$ cat src/rtl/streetlight_pkg.sv
`default_nettype none
// ============================================================================
// Module  : streetlight_pkg
// Purpose : Shared definitions for the street-lighting zone scheduler:
//           global mode encoding, default lamp duty levels and a clog2
//           helper used to size counters.
// Ports   : (package, none)
// Rev     : 1.0  initial release
// ============================================================================
package streetlight_pkg;

    // Global lighting mode; the encoding is visible on the mode output.
    typedef enum logic [1:0] {
        MODE_DAY          = 2'b00,
        MODE_NIGHT_IDLE   = 2'b01,
        MODE_NIGHT_ACTIVE = 2'b10
    } mode_e;

    localparam int DEF_DIM_LEVEL  = 4;
    localparam int DEF_FULL_LEVEL = 15;

    // Number of bits needed to index 'value' distinct states (minimum 1).
    function automatic int clog2(input int value);
        int v;
        int bits;
        v    = value - 1;
        bits = 0;
        while (v > 0) begin
            bits = bits + 1;
            v    = v >> 1;
        end
        if (bits == 0) begin
            bits = 1;
        end
        return bits;
    endfunction

endpackage : streetlight_pkg
`default_nettype wire

$ cat src/rtl/sl_debounce.sv
`default_nettype none
// ============================================================================
// Module  : sl_debounce
// Purpose : Single-bit debouncer. The stable output only follows the raw
//           input after it has differed for DAY_DEBOUNCE consecutive edges.
// Ports   : clk      in  system clock
//           rst      in  asynchronous active-high reset (stable resets to 1)
//           sig_i    in  raw input
//           stable_o out debounced level (registered)
//           rise_o   out high during the cycle whose edge makes stable_o rise
// Rev     : 1.0  initial release
// ============================================================================
module sl_debounce
    import streetlight_pkg::*;
#(
    parameter int DAY_DEBOUNCE = 8
) (
    input  logic clk,
    input  logic rst,
    input  logic sig_i,
    output logic stable_o,
    output logic rise_o
);

    localparam int CW = clog2(DAY_DEBOUNCE + 1);

    logic [CW-1:0] cnt_q;
    logic [CW-1:0] cnt_d;
    logic          stable_q;
    logic          stable_d;

    always_comb begin
        cnt_d    = cnt_q;
        stable_d = stable_q;
        rise_o   = 1'b0;
        if (sig_i != stable_q) begin
            // The edge that would bring the count to DAY_DEBOUNCE toggles
            // instead, so the toggle lands on the Nth differing edge.
            if (cnt_q == CW'(DAY_DEBOUNCE - 1)) begin
                stable_d = ~stable_q;
                cnt_d    = '0;
                rise_o   = ~stable_q;
            end else begin
                cnt_d = cnt_q + 1'b1;
            end
        end else begin
            cnt_d = '0;
        end
    end

    always_ff @(posedge clk or posedge rst) begin
        if (rst) begin
            cnt_q    <= '0;
            stable_q <= 1'b1;
        end else begin
            cnt_q    <= cnt_d;
            stable_q <= stable_d;
        end
    end

    assign stable_o = stable_q;

endmodule : sl_debounce
`default_nettype wire

$ cat src/rtl/streetlight_zone_sched.sv
`default_nettype none
// ============================================================================
// Module  : streetlight_zone_sched
// Purpose : Night-time street lighting scheduler. Debounces the daylight
//           sensor, runs the DAY / NIGHT_IDLE / NIGHT_ACTIVE mode machine,
//           keeps a per-zone hold timer loaded by vehicle detection (plus
//           LOOKAHEAD downstream zones) and drives one PWM output per lamp.
// Ports   : clk          in  system clock
//           rst          in  asynchronous active-high reset
//           day          in  raw daylight sensor, 1 = daylight
//           veh_detect   in  per-zone vehicle sensors
//           lamp_pwm     out per-lamp PWM drive (registered)
//           zone_bright  out zone hold timer nonzero (registered)
//           mode         out 00 DAY, 01 NIGHT_IDLE, 10 NIGHT_ACTIVE
//           day_stable   out debounced daylight
// Rev     : 1.0  initial release
// ============================================================================
module streetlight_zone_sched
    import streetlight_pkg::*;
#(
    parameter int NUM_ZONES    = 4,
    parameter int HOLD_CYC     = 64,
    parameter int LOOKAHEAD    = 1,
    parameter int DAY_DEBOUNCE = 8,
    parameter int PWM_BITS     = 4,
    parameter int DIM_LEVEL    = DEF_DIM_LEVEL,
    parameter int FULL_LEVEL   = DEF_FULL_LEVEL
) (
    input  logic                 clk,
    input  logic                 rst,
    input  logic                 day,
    input  logic [NUM_ZONES-1:0] veh_detect,
    output logic [NUM_ZONES-1:0] lamp_pwm,
    output logic [NUM_ZONES-1:0] zone_bright,
    output logic [1:0]           mode,
    output logic                 day_stable
);

    localparam int TW = clog2(HOLD_CYC + 1);

    logic                 day_stable_w;
    logic                 day_rise_w;
    logic                 clear_all_w;
    logic                 any_timer_w;
    mode_e                mode_q;
    mode_e                mode_d;
    logic [TW-1:0]        timer_q [NUM_ZONES];
    logic [TW-1:0]        timer_d [NUM_ZONES];
    logic [NUM_ZONES-1:0] load_w;
    logic [NUM_ZONES-1:0] bright_q;
    logic [NUM_ZONES-1:0] bright_d;
    logic [PWM_BITS-1:0]  pwm_cnt_q;
    logic [PWM_BITS-1:0]  level_w [NUM_ZONES];
    logic [NUM_ZONES-1:0] lamp_q;
    logic [NUM_ZONES-1:0] lamp_d;

    sl_debounce #(
        .DAY_DEBOUNCE(DAY_DEBOUNCE)
    ) u_day_debounce (
        .clk     (clk),
        .rst     (rst),
        .sig_i   (day),
        .stable_o(day_stable_w),
        .rise_o  (day_rise_w)
    );

    // Timers are wiped on the same edge day_stable rises, so daylight wins
    // over any detection arriving in that cycle.
    assign clear_all_w = (mode_q == MODE_DAY) || day_rise_w;

    // Sensor j lights zones j..j+LOOKAHEAD; no wrap past the last zone.
    always_comb begin
        load_w = '0;
        for (int i = 0; i < NUM_ZONES; i++) begin
            for (int j = 0; j < NUM_ZONES; j++) begin
                if ((j <= i) && ((i - j) <= LOOKAHEAD)) begin
                    load_w[i] = load_w[i] | veh_detect[j];
                end
            end
        end
    end

    always_comb begin
        any_timer_w = 1'b0;
        for (int i = 0; i < NUM_ZONES; i++) begin
            if (clear_all_w) begin
                timer_d[i] = '0;
            end else if (load_w[i]) begin
                timer_d[i] = TW'(HOLD_CYC);
            end else if (timer_q[i] != '0) begin
                timer_d[i] = timer_q[i] - 1'b1;
            end else begin
                timer_d[i] = timer_q[i];
            end
            bright_d[i] = (timer_d[i] != '0);
            any_timer_w = any_timer_w | (timer_q[i] != '0);
        end
    end

    // Mode machine: daylight (current or arriving this edge) has priority.
    always_comb begin
        mode_d = mode_q;
        if (day_stable_w || day_rise_w) begin
            mode_d = MODE_DAY;
        end else begin
            case (mode_q)
                MODE_DAY:          mode_d = MODE_NIGHT_IDLE;
                MODE_NIGHT_IDLE:   if (any_timer_w) mode_d = MODE_NIGHT_ACTIVE;
                MODE_NIGHT_ACTIVE: if (!any_timer_w) mode_d = MODE_NIGHT_IDLE;
                default:           mode_d = MODE_DAY;
            endcase
        end
    end

    // Duty levels derive from the registered timers, so a brightness change
    // reaches lamp_pwm one edge after the timer changes.
    always_comb begin
        for (int i = 0; i < NUM_ZONES; i++) begin
            if (mode_q == MODE_DAY) begin
                level_w[i] = '0;
            end else if (timer_q[i] != '0) begin
                level_w[i] = PWM_BITS'(FULL_LEVEL);
            end else begin
                level_w[i] = PWM_BITS'(DIM_LEVEL);
            end
            lamp_d[i] = (pwm_cnt_q < level_w[i]);
        end
    end

    always_ff @(posedge clk or posedge rst) begin
        if (rst) begin
            mode_q    <= MODE_DAY;
            bright_q  <= '0;
            lamp_q    <= '0;
            pwm_cnt_q <= '0;
        end else begin
            mode_q    <= mode_d;
            bright_q  <= bright_d;
            lamp_q    <= lamp_d;
            pwm_cnt_q <= pwm_cnt_q + 1'b1;
        end
    end

    generate
        for (genvar g = 0; g < NUM_ZONES; g++) begin : g_timer
            always_ff @(posedge clk or posedge rst) begin
                if (rst) begin
                    timer_q[g] <= '0;
                end else begin
                    timer_q[g] <= timer_d[g];
                end
            end
        end
    endgenerate

    assign lamp_pwm    = lamp_q;
    assign zone_bright = bright_q;
    assign mode        = mode_q;
    assign day_stable  = day_stable_w;

endmodule : streetlight_zone_sched
`default_nettype wire
$ cat config.mk
export PLATFORM = sky130hd
export DESIGN_NAME = streetlight_zone_sched
export DESIGN_NICKNAME = d
export VERILOG_FILES = /design/src/rtl/streetlight_pkg.sv /design/src/rtl/sl_debounce.sv /design/src/rtl/streetlight_zone_sched.sv
export SDC_FILE = /design/constraint.sdc
export NUM_CORES = 1
export LEC_CHECK = 0
export ABC_AREA = 1
export BUFFER_PORTS_ARGS = -buffer_cell sky130_fd_sc_hd__buf_2
export CAP_MARGIN = 20
export CELL_PAD_IN_SITES_DETAIL_PLACEMENT = 1
export CELL_PAD_IN_SITES_GLOBAL_PLACEMENT = 2
export CORE_UTILIZATION = 36
export DETAILED_ROUTE_END_ITERATION = 8
export PLACE_DENSITY_LB_ADDON = 0.15
export REMOVE_ABC_BUFFERS = 1
export SETUP_SLACK_MARGIN = 0.02
export SYNTH_ARGS = -nofsm -noshare
export SYNTH_HDL_FRONTEND = slang
export SYNTH_SLANG_ARGS = --single-unit
$ cat constraint.sdc
create_clock -name clk -period 1.9 [get_ports clk]
set_input_delay 0.095 -clock clk [delete_from_list [all_inputs] [get_ports clk]]
set_output_delay 0.095 -clock clk [all_outputs]
set_load 0.01 [all_outputs]
Word-level counts from Yosys, hierarchy flattened
Cells that the tools add are included.
- mux-type cells: 28
- reductions and logical operators: 13
- equal/unequal tests: 6
- add/subtract/negate cells: 6
- $lt $le $gt $ge: 4
- bitwise operators: 7
- operators with widths (operator ; number):
    7-bit two-way mux ; 12
    7-bit nonzero test ; 8
    4-bit two-way mux ; 10
    7-bit by 1-bit subtractor with 7-bit output (second input constant) ; 4
    4-bit < comparator ; 4
    4-bit by 1-bit adder with 4-bit output (second input constant) ; 2
    2-bit two-way mux ; 3
    3-bit != test (second input constant) ; 2
    1-bit bitwise OR ; 6
    2-bit case mux with 3 select lines ; 1
    4-bit by 3-bit == test with 1-bit output (second input constant) ; 1
    2-bit AND reduction ; 2
    2-bit by 1-bit == test with 1-bit output (second input constant) ; 1
    2-bit == test (second input constant) ; 1
    2-bit logical NOT ; 1
    1-bit logical OR ; 2
    1-bit two-way mux ; 2
    1-bit != test ; 1
    1-bit inverter ; 1
- logic and storage cells: 74
- input bits: 7
- register bits: 47
- output and inout port bits: 11

Logic depth before layout (Yosys ltp)
Gate-level depths: netlist of the first run.
- depth in word-level cells: 7
- mapped depth: 12
- mapped depth without buffers: 12

By module
A second synthesis of the first run with hierarchy kept.
- cell total of the unflattened synthesis: 357
- area total of the unflattened synthesis: 2842.7 um^2
- modules (own cells, without submodules) (module ; area an instance (um^2) ; times used ; cells each ; seq. area each (um^2)):
    streetlight_zone_sched ; 2606.2 ; 1 ; 328 ; 1051.0
    sl_debounce ; 236.5 ; 1 ; 29 ; 126.4

Least setup slack after synthesis of the first run
OpenSTA, ideal clock, no wires.
- kind: register -> register
- start point: register timer_q[21] in the netlist's numbering
- end point: register lamp_q[0] (netlist: lamp_pwm[0])
- clock period less this slack: 1.536 ns
- setup time: 0.064 ns
- arrival: 1.472 ns
- setup slack: 0.364 ns
- required time: 1.836 ns
- path buffers: 0
- cell stages (with the launch flop): 10
- path through: dfrtp_1 > inv_1 > ha_1 > inv_1 > nor2_1 > nand3_2 > nand2_1 > ha_1 > a21oi_1 > o21a_1
- word-level cells in the longest chain between the ends: 4
- ends and longest elaborated chain (item ; line ; source):
    start: declaration ; streetlight_zone_sched.sv:47 ; logic [TW-1:0] timer_q [NUM_ZONES];
    start signal: indexed assignment ; streetlight_zone_sched.sv:150 ; timer_q[g] <= timer_d[g];
    7-bit nonzero test ; streetlight_zone_sched.sv:121 ; end else if (timer_q[i] != '0) begin
    4-bit two-way mux ; streetlight_zone_sched.sv:121 ;
    4-bit two-way mux ; streetlight_zone_sched.sv:119 ; if (mode_q == MODE_DAY) begin
    4-bit < comparator ; streetlight_zone_sched.sv:126 ; lamp_d[i] = (pwm_cnt_q < level_w[i]);
    net lamp_d[0] ; streetlight_zone_sched.sv:55 ; logic [NUM_ZONES-1:0] lamp_d;
    end signal: assignment ; streetlight_zone_sched.sv:139 ; lamp_q <= lamp_d;
    end: declaration ; streetlight_zone_sched.sv:54 ; logic [NUM_ZONES-1:0] lamp_q;
The timed path passes the listed nets, and every way through them passes these cells.
A chain may end at the register's enable or synchronous reset.

Worst setup path in the final report of the first run
Ends and elaborated chain as after synthesis.

==> flow_metrics.env, run 1 <==
export IMPL_status="finished clean"
export IMPL_rrSetupSlack_ps=160
export IMPL_dp_hpwl_um=4750
export IMPL_syn_avg_cell_area_sq_um=7.66
export IMPL_hp_start="day"
export IMPL_timing_fmax_mhz=576
export IMPL_cts_num_sinks=47
export IMPL_numCtsBuffers=5
export IMPL_clock_latency_ps=300
export IMPL_cp_end_kind="flip-flop"
export IMPL_slew_viol_final=0
export IMPL_vias=2274
export IMPL_synthToLayoutAreaGrowth_pct=11.6
export IMPL_via_per_inst=4.61
export IMPL_finalSetupViolCount=0
export IMPL_finalInstanceArea_sq_mm=0.00314
export IMPL_post_cts_buffers=0
export IMPL_hold_end="u_day_debounce.stable_o$_DFFE_PP1P_"
export IMPL_grt_max_degree=30
export IMPL_r2r_cells=9
export IMPL_path_common_cell="ha_1"
export IMPL_postRouteAntennaNets=0
export IMPL_crit_family="adder cells"
export IMPL_worst_hold_slack_ps=50.6
export IMPL_antenna_cells=0
export IMPL_place_congestion=0.730
export IMPL_hold_viol_final=0
export IMPL_synth_seq_cells=47
export IMPL_path_buf_inv=2
export IMPL_slowest_delay_ps=410
export IMPL_cp_slowest_cell="dfrtp_1"
export IMPL_syn_inst=367
export IMPL_fin_skew_ps=8.44
export IMPL_p_int_uw=1810
export IMPL_min_period_over_period=0.913
export IMPL_core_area_sq_mm=0.00741
export IMPL_grtUsageTotal=0.171
export IMPL_p_switching_uw=1100
export IMPL_layout_min_cycle_time_ps=1740
export IMPL_drtPass1Iterations=4
export IMPL_overflow=0
export IMPL_die_w_um=90.4
export IMPL_rows=31
export IMPL_fin_ws_ps=165
export IMPL_holdPathStages=3
export IMPL_fin_setup_tns_ps=0
export IMPL_synth_cell_types=23
export IMPL_die_y_um=90.4
export IMPL_relSlewSlack=0.702
export IMPL_max_cap_viol_count=0
export IMPL_drtIter0Drc=61
export IMPL_hold_path_class="input pin to flip-flop"
export IMPL_grt_pass1_vias=2440
export IMPL_grt_first_pass_wirelength_um=11300
export IMPL_clk_pin_slew_ps=90
export IMPL_critical_path_class="flip-flop to flip-flop"
export IMPL_clkPwrFrac=0.207
export IMPL_layout_nets=419
export IMPL_io_pins=18
export IMPL_seqPwrFrac=0.427
export IMPL_routed_wl_um=6130
export IMPL_ir_drop_mv=0.423
export IMPL_antenna_found_initial=0
export IMPL_synthesis_area_sq_mm=0.00281
export IMPL_initial_utilization=0.379
export IMPL_synth_warnings=0
export IMPL_die_area_sq_mm=0.00817
export IMPL_drive_gt1_frac=0.135
export IMPL_seq_area_frac_synth=0.419
export IMPL_p_comb_frac=0.366
export IMPL_worstPathMaxFanout=6
export IMPL_cts_root_buf="clkbuf_8"
export IMPL_worst_pin_slew_ps=446
export IMPL_drcViolationCount=0
export IMPL_startpoint_type="flip-flop"
export IMPL_io_buffers=17
export IMPL_cellLeakagePower_uw=0.00190
export IMPL_dpl_cell_area_sq_mm=0.00304
export IMPL_p_sw_frac=0.379
export IMPL_crit_arrival_ps=1980
export IMPL_crit_chain="inv_2, ha_1, inv_1, nor2_1, nand3_2, nand2_1, ha_1, a21oi_1, o21a_1"
export IMPL_rsz0062_at_grt="true"
export IMPL_preCtsSetupSlack_ps=113
export IMPL_power_uw=2910
export IMPL_reg2reg_to="lamp_pwm[0]$_DFF_PP0_"
export IMPL_cellPowerDensity_mw_per_mm2=928
export IMPL_cp_required_ps=2140
export IMPL_htreeDepth=2
export IMPL_r2r_start="timer_q[21]$_DFF_PP0_"
export IMPL_cts_tree="done"
export IMPL_clock_path_buffers=2
export IMPL_routedWlPerCell_um=12.4
==> worst max-delay path by stage <==
| stage | from | endpoint | slack (ps) | cells past startpoint |
|---|---|---|---|---|
| finish | timer_q[21]$_DFF_PP0_ | lamp_pwm[0]$_DFF_PP0_ | 160 | 9 |
| global route | timer_q[21]$_DFF_PP0_ | lamp_pwm[0]$_DFF_PP0_ | 2 | 9 |
| CTS | timer_q[21]$_DFF_PP0_ | lamp_pwm[0]$_DFF_PP0_ | 80 | 9 |
| detailed placement | timer_q[21]$_DFF_PP0_ | lamp_pwm[0]$_DFF_PP0_ | 110 | 9 |
| global placement | timer_q[21]$_DFF_PP0_ | lamp_pwm[0]$_DFF_PP0_ | 190 | 9 |
| floorplan | timer_q[21]$_DFF_PP0_ | lamp_pwm[0]$_DFF_PP0_ | 350 | 9 |
==> cells in the final DEF (no fill, tap or decap), types with 2 or more instances in the layout <==
cell type and n:
a21oi_1 16, buf_2 17, clkbuf_1 2, clkbuf_8 5
dfrtp_1 46, ha_1 19, inv_1 70, inv_2 6
nand2_1 92, nand2_2 4, nand3_1 20, nand3_2 4
nand3b_1 3, nand4_1 7, nor2_1 35, nor2_2 8
nor2_4 4, o21a_1 5, o21ai_0 10, xnor2_1 9
xor2_1 3
==> power by group through the flow <==
stage	clock [uW]	combinational, uW	sequential (uW)
2_1_floorplan	0	718	1290
3_3_place_gp	0	1050	1260
3_5_place_dp	0	1080	1260
4_1_cts	641	1090	1240
5_1_grt	666	1240	1260
6_report	604	1070	1240
==> flip-flops by register name, summed over array words and instances (netlist names) <==
signal                   cells
timer_q                     28
u_day_debounce.cnt_q         4
zone_bright                  4
lamp_pwm                     4
pwm_cnt_q                    4
u_day_debounce.stable_o      1
mode                         2
==> stage by stage <==
stage / utilization / std cells
2_1_floorplan: - / 366
3_3_place_gp: 0.411 / 484
3_5_place_dp: 0.411 / 484
4_1_cts: 0.423 / 493
5_1_grt: 0.423 / 493
6_report: 0.423 / 493
==> per-layer routing <==
metal  global-route usage  vias up  routed length [um]
li1                     -     1179                   -
met1                0.223     1071                3110
met2                0.294       19                2820
met3               0.0303        5                 128
met4               0.0403        0                  61
met5                    0        -                   0
==> what timing repair did <==
action / 4_1_cts / 5_1_grt
hold buffers: 1 / 0
setup endpoints to repair: 0 / 6
resized for setup: 0 / 6
endpoints found under the hold margin: 18 / 0
==> synth_stat cells, drive strengths merged <==
cell type | count | area, sq um
nand2 | 97 | 379
inv | 76 | 285
nor2 | 47 | 226
dfrtp | 46 | 1150
nand3 | 24 | 140
ha | 19 | 238
a21oi | 16 | 80.1
o21ai | 11 | 55.1
xnor2 | 9 | 78.8
nand4 | 7 | 43.8
o21a | 5 | 37.5
nand3b | 3 | 22.5
xor2 | 3 | 26.3
buf | 1 | 5.00
dfstp | 1 | 26.3
o211a | 1 | 10.0
o22ai | 1 | 6.26
==> logic make-up (layout without fill, tap and decap cells) <==
logic type,after synthesis,count (layout),synth area share
AND/OR/NAND/NOR,178,178,0.289
adder cells (fa/ha/maj),19,19,0.0846
AO/OA/AOI/OAI,34,34,0.0672
flip-flops,47,47,0.419
buffers and inverters,77,104,0.103
XOR/XNOR,12,12,0.0374
==> worst reg2reg max path: stages (launching register included) <==
cell and delay (ps):
dfrtp_1 410, inv_2 110, ha_1 180, inv_1 40, nor2_1 100, nand3_2 140
nand2_1 120, ha_1 230, a21oi_1 190, o21a_1 140
==> layout make-up <==
class	instances	area, sq um
fillers	954	4270
multi-input cells	243	1350
flip-flops and latches	47	1180
inverters	76	285
well taps	99	124
repair buffers	20	123
clock buffers	7	76.3
clock inverters	1	5.00
Note: power is estimated with default switching activity, not from simulation.
==> run 2, diff against run 1 <==
CTS_BUF_LIST = sky130_fd_sc_hd__clkbuf_16   (was not set)
==> flow_metrics.env, run 2 (synthesized netlist as in run 1, its figures left out) <==
export IMPL_grt_max_degree=30
export IMPL_die_w_um=90.4
export IMPL_wl_met1_um=3110
export IMPL_layout_min_cycle_time_ps=1740
export IMPL_multi_input_area_sq_mm=0.00135
export IMPL_finalSetupViolCount=0
export IMPL_initial_utilization=0.379
export IMPL_critical_path_class="flip-flop to flip-flop"
export IMPL_nFillCells=949
export IMPL_postRouteAntennaNets=0
export IMPL_cts_num_sinks=47
export IMPL_cp_end_kind="flip-flop"
export IMPL_fin_setup_tns_ps=0
export IMPL_met3_length_um=168
export IMPL_grtUsageTotal=0.169
export IMPL_antenna_cells=0
export IMPL_cts_root_buf="clkbuf_16"
export IMPL_grt_first_pass_wirelength_um=11200
export IMPL_timing_fmax_mhz=576
export IMPL_cellPowerDensity_mw_per_mm2=991
export IMPL_die_area_sq_mm=0.00817
export IMPL_finalInstanceArea_sq_mm=0.00321
export IMPL_final_cell_mix="nand2_1, inv_1, dfrtp_1, nor2_1, nand3_1"
export IMPL_via_per_inst=4.60
export IMPL_hold_path_class="input pin to flip-flop"
export IMPL_io_pins=18
export IMPL_route_top_layer_used="met4"
export IMPL_fin_ws_ps=165
export IMPL_antenna_found_initial=0
export IMPL_vias=2276
export IMPL_worstPathMaxFanout=6
export IMPL_largest_reg_flops=28
export IMPL_synthToLayoutAreaGrowth_pct=14.1
export IMPL_die_y_um=90.4
export IMPL_max_cap_viol_count=0
export IMPL_wl_met2_um=2840
export IMPL_grt_pass1_vias=2423
export IMPL_worst_hold_slack_ps=72.2
export IMPL_routed_wl_um=6160
export IMPL_cp_required_ps=2120
export IMPL_min_period_over_period=0.913
export IMPL_routedWlPerCell_um=12.4
export IMPL_clock_path_buffers=2
export IMPL_relSlewSlack=0.702
export IMPL_dpl_cell_area_sq_mm=0.00304
export IMPL_layout_nets=421
export IMPL_preCtsSetupSlack_ps=113
export IMPL_rsz0062_at_grt="true"
export IMPL_cellLeakagePower_uw=0.00195
export IMPL_drtPass1Iterations=4
export IMPL_top_register="timer_q"
export IMPL_place_congestion=0.730
export IMPL_drive_gt1_frac=0.136
export IMPL_slew_viol_final=0
export IMPL_cts_tree="done"
export IMPL_clock_latency_ps=280
export IMPL_status="finished clean"
export IMPL_fin_skew_ps=5.79
export IMPL_core_area_sq_mm=0.00741
export IMPL_regArea_sq_mm=0.00118
export IMPL_drtIter0Drc=63
export IMPL_overflow=0
export IMPL_clk_pin_slew_ps=70
export IMPL_rows=31
export IMPL_htreeDepth=2
export IMPL_ir_drop_mv=0.575
export IMPL_io_buffers=17
export IMPL_dp_hpwl_um=4750
export IMPL_hold_viol_final=0
export IMPL_startpoint_type="flip-flop"
export IMPL_final_common_cell="nand2_1"
export IMPL_crit_arrival_ps=1960
export IMPL_drcViolationCount=0
export IMPL_numCtsBuffers=5
export IMPL_worst_pin_slew_ps=446
==> run 2: cell count changes in the layout (fill, tap and decap cells not counted), sizes merged <==
cell / before / now
buf: 19 / 21
clkbuf: 7 / 5
inv: 76 / 78
==> run 2: metrics by stage <==
stage,cells,power (uW),util
3_3_place_gp,484,2310,0.411
6_report,495,3180,0.433
3_5_place_dp,484,2340,0.411
4_1_cts,493,3210,0.431
5_1_grt,495,3440,0.433
2_1_floorplan,366,2010,-
==> run 2: what timing repair did <==
item / in CTS / in global routing
gates resized for setup: 0 / 5
setup buffers: 0 / 2
hold buffers: 1 / 0
endpoints found under the setup margin: 0 / 6
hold endpoints to repair: 18 / 0
==> run 2: final timing paths <==
| check | slack (ps) | start | end | cells past startpoint |
|---|---|---|---|---|
| max reg2reg | 160 | timer_q[21]$_DFF_PP0_ | lamp_pwm[0]$_DFF_PP0_ | 9 |
| min in group asynchronous | 370 | rst | timer_q[9]$_DFF_PP0_ | 3 |
| min | 70 | day | u_day_debounce.stable_o$_DFFE_PP1P_ | 3 |
| max | 160 | timer_q[21]$_DFF_PP0_ | lamp_pwm[0]$_DFF_PP0_ | 9 |
| min reg2reg | 470 | u_day_debounce.cnt_q[0]$_DFF_PP0_ | u_day_debounce.cnt_q[0]$_DFF_PP0_ | 1 |
| max in group asynchronous | 950 | rst | u_day_debounce.stable_o$_DFFE_PP1P_ | 4 |
==> run 2: final cells by class <==
type,instances,share of cell area
sequential,47,0.367
timing repair buffer,22,0.0429
tap,99,0.0386
clock buffer,5,0.0390
inverter,76,0.0889
clock inverter,3,0.00390
multi-input combinational,243,0.420
==> run 2: metal layers <==
layer / GRT usage / vias to the layer above
li1: - / 1182
met1: 0.224 / 1066
met2: 0.290 / 22
met3: 0.0303 / 6
met4: 0.0323 / 0
met5: 0 / -
==> run 2: worst max-delay path, stage by stage, from the launching register on <==
cell	delay [ps]
dfrtp_1	400
inv_2	110
ha_1	180
inv_1	40
nor2_1	110
nand3_2	140
nand2_1	120
ha_1	240
a21oi_1	190
o21a_1	140
==> run 2: power by group <==
| group | internal, uW | switching (uW) |
|---|---|---|
| Combinational | 414 | 675 |
| Clock | 477 | 368 |
| Sequential | 1160 | 86.6 |
==> run 3, diff against run 2 <==
SYNTH_HIERARCHICAL = 1   (was not set)
==> flow_metrics.env, run 3 <==
export IMPL_dpl_cell_count=485
export IMPL_slew_viol_final=0
export IMPL_routedWlPerCell_um=12.5
export IMPL_synth_top_area_frac=0.405
export IMPL_cellPowerDensity_mw_per_mm2=1010
export IMPL_synth_seq_cells=47
export IMPL_final_common_cell="nand2_1"
export IMPL_r2r_start="u_day_debounce/cnt_q[0]$_DFF_PP0_"
export IMPL_hold_viol_final=0
export IMPL_synth_common_cells="nand2_1, inv_1, dfrtp_1"
export IMPL_relSlewSlack=0.830
export IMPL_clk_pin_slew_ps=70
export IMPL_seq_area_frac_synth=0.414
export IMPL_cts_tree="done"
export IMPL_status="finished clean"
export IMPL_fin_util=0.434
export IMPL_final_cell_mix="nand2_1, inv_1, dfrtp_1, nor2_1, nand3_1"
export IMPL_slowest_delay_ps=410
export IMPL_io_buffers=17
export IMPL_drtPass1Iterations=4
export IMPL_via_per_inst=4.63
export IMPL_cp_required_ps=2120
export IMPL_worstPathMaxFanout=4
export IMPL_htreeDepth=2
export IMPL_hold_path_class="input pin to flip-flop"
export IMPL_rsz0062_at_grt="true"
export IMPL_reg2reg_to="zone_bright[1]$_DFF_PP0_"
export IMPL_synth_area_leaders="dfrtp_1, nand2_1, ha_1, inv_1, nand3_1"
export IMPL_synth_edf_count=0
export IMPL_crit_arrival_ps=1950
export IMPL_cp_end_kind="flip-flop"
export IMPL_finalSetupViolCount=0
export IMPL_cts_num_sinks=47
export IMPL_die_area_sq_mm=0.00826
export IMPL_overflow=0
export IMPL_syn_avg_cell_area_sq_um=7.96
export IMPL_max_cap_viol_count=0
export IMPL_yosysMostFrequentCell="nand2_1"
export IMPL_antenna_cells=0
export IMPL_holdPathStages=3
export IMPL_grtUsageTotal=0.169
export IMPL_cp_slowest_cell="dfrtp_1"
export IMPL_dp_hpwl_um=4900
export IMPL_grt_pass1_vias=2422
export IMPL_vias=2292
export IMPL_ys_flop_type="dfrtp_1"
export IMPL_top_register="timer_q"
export IMPL_hp_start="day"
export IMPL_largest_reg_flops=28
export IMPL_rrSetupSlack_ps=160
export IMPL_ir_drop_mv=0.401
export IMPL_cts_root_buf="clkbuf_16"
export IMPL_timing_fmax_mhz=576
export IMPL_dpl_cell_area_sq_mm=0.00314
export IMPL_layout_min_cycle_time_ps=1740
export IMPL_hold_end="u_day_debounce/stable_o$_DFFE_PP1P_"
export IMPL_yosys_area_top_type="dfrtp_1"
export IMPL_drtIter0Drc=70
export IMPL_cellLeakagePower_uw=0.00201
export IMPL_crit_chain="ha_1, nand3_1, nor2_4, inv_2, nand3_4, nor2_4, inv_2, nor2_2, o21ai_1, nand3_1"
export IMPL_fin_skew_ps=6.86
export IMPL_routed_wl_um=6170
export IMPL_power_uw=3370
export IMPL_layout_nets=418
export IMPL_synth_cell_types=28
export IMPL_die_y_um=90.9
export IMPL_die_w_um=90.9
export IMPL_core_area_sq_mm=0.00769
export IMPL_syn_inst=357
export IMPL_path_buf_inv=2
export IMPL_grt_first_pass_wirelength_um=11200
export IMPL_place_congestion=0.787
export IMPL_worst_pin_slew_ps=255
export IMPL_finalInstanceArea_sq_mm=0.00334
export IMPL_r2r_cells=10
export IMPL_async_flop_share=1.00
export IMPL_numCtsBuffers=5
export IMPL_synthToLayoutAreaGrowth_pct=17.4
export IMPL_synthesis_area_sq_mm=0.00284
export IMPL_drive_gt1_frac=0.206
export IMPL_fin_setup_tns_ps=0
export IMPL_initial_utilization=0.370
export IMPL_stdcell_count=495
export IMPL_crit_family="simple AND/OR/NAND/NOR gates"
export IMPL_startpoint_type="flip-flop"
export IMPL_clock_path_buffers=2
export IMPL_critical_path_class="flip-flop to flip-flop"
export IMPL_io_pins=18
export IMPL_min_period_over_period=0.913
export IMPL_grt_max_degree=43
export IMPL_antenna_found_initial=0
export IMPL_synth_warnings=6
export IMPL_drcViolationCount=0
export IMPL_postRouteAntennaNets=0
export IMPL_rows=32
export IMPL_clock_latency_ps=280
## run 3: cell types whose count changed in the layout (fill, tap and decap cells not counted), moves of 6 or more
cell / delta
a21oi_1: -10
buf_4: +6
o21ai_0: -8
nand3_1: +11
nand2_1: -18
o21ai_1: +6
inv_1: -11
## run 3: logic make-up after synthesis
family          after synthesis  synth area share
compound gates               24            0.0515
xor+xnor                     12            0.0370
fa+ha+maj                    19            0.0836
buf+inv                      72            0.0955
flops                        47             0.414
simple gates                183             0.318
## run 3: layout make-up
class | count | area [sq um]
repair buffers | 28 | 183
clock buffers | 5 | 125
flip-flops and latches | 47 | 1180
inverters | 72 | 272
multi-input cells | 238 | 1420
fillers | 963 | 4350
clock inverters | 3 | 38.8
well taps | 102 | 128
## run 3: stage by stage
stage                     setup WS [ps]  hold WS [ps]
after floorplan                     204          -127
after detailed placement           75.3          20.8
after global routing               14.9          62.7
after global placement             96.4          18.3
final                               165          49.7
after CTS                          54.7          44.5
## run 3: metal layers
metal / part of all wire / global-route usage / vias to the layer above
li1: - / - / 1180
met1: 0.47 / 0.212 / 1088
met2: 0.50 / 0.303 / 20
met3: 0.017 / 0.0253 / 4
met4: 0.0092 / 0.0437 / 0
met5: 0 / 0 / -
## run 3: timing repair
item	in CTS	in global routing
endpoints found under the hold margin	47	0
buffers inserted	0	1
hold buffers	1	0
gates resized for setup	0	7
setup endpoints to repair	0	8
## run 3: worst max-delay path by stage
| stage | from | end | cells past startpoint | slack (ps) |
|---|---|---|---|---|
| after detailed placement | u_day_debounce/cnt_q[0]$_DFF_PP0_ | zone_bright[3]$_DFF_PP0_ | 10 | 80 |
| after global placement | u_day_debounce/cnt_q[0]$_DFF_PP0_ | zone_bright[3]$_DFF_PP0_ | 10 | 100 |
| after CTS | u_day_debounce/cnt_q[0]$_DFF_PP0_ | zone_bright[3]$_DFF_PP0_ | 10 | 50 |
| final | u_day_debounce/cnt_q[0]$_DFF_PP0_ | zone_bright[1]$_DFF_PP0_ | 10 | 160 |
| after floorplan | timer_q[7]$_DFF_PP0_ | lamp_pwm[2]$_DFF_PP0_ | 9 | 200 |
| after global routing | u_day_debounce/cnt_q[0]$_DFF_PP0_ | zone_bright[3]$_DFF_PP0_ | 10 | 10 |
## run 3: worst register-to-register path: stages, from the launching register on
cell and delay [ps]:
dfrtp_1 410, ha_1 230, nand3_1 190, nor2_4 70
inv_2 90, nand3_4 110, nor2_4 140, inv_2 40
nor2_2 160, o21ai_1 120, nand3_1 100
## run 3: where the power goes
group	internal (uW)	leakage, uW	switching (uW)
sequential	1150	0.000642	99.7
clock	614	0.0000812	363
combinational	434	0.00129	704
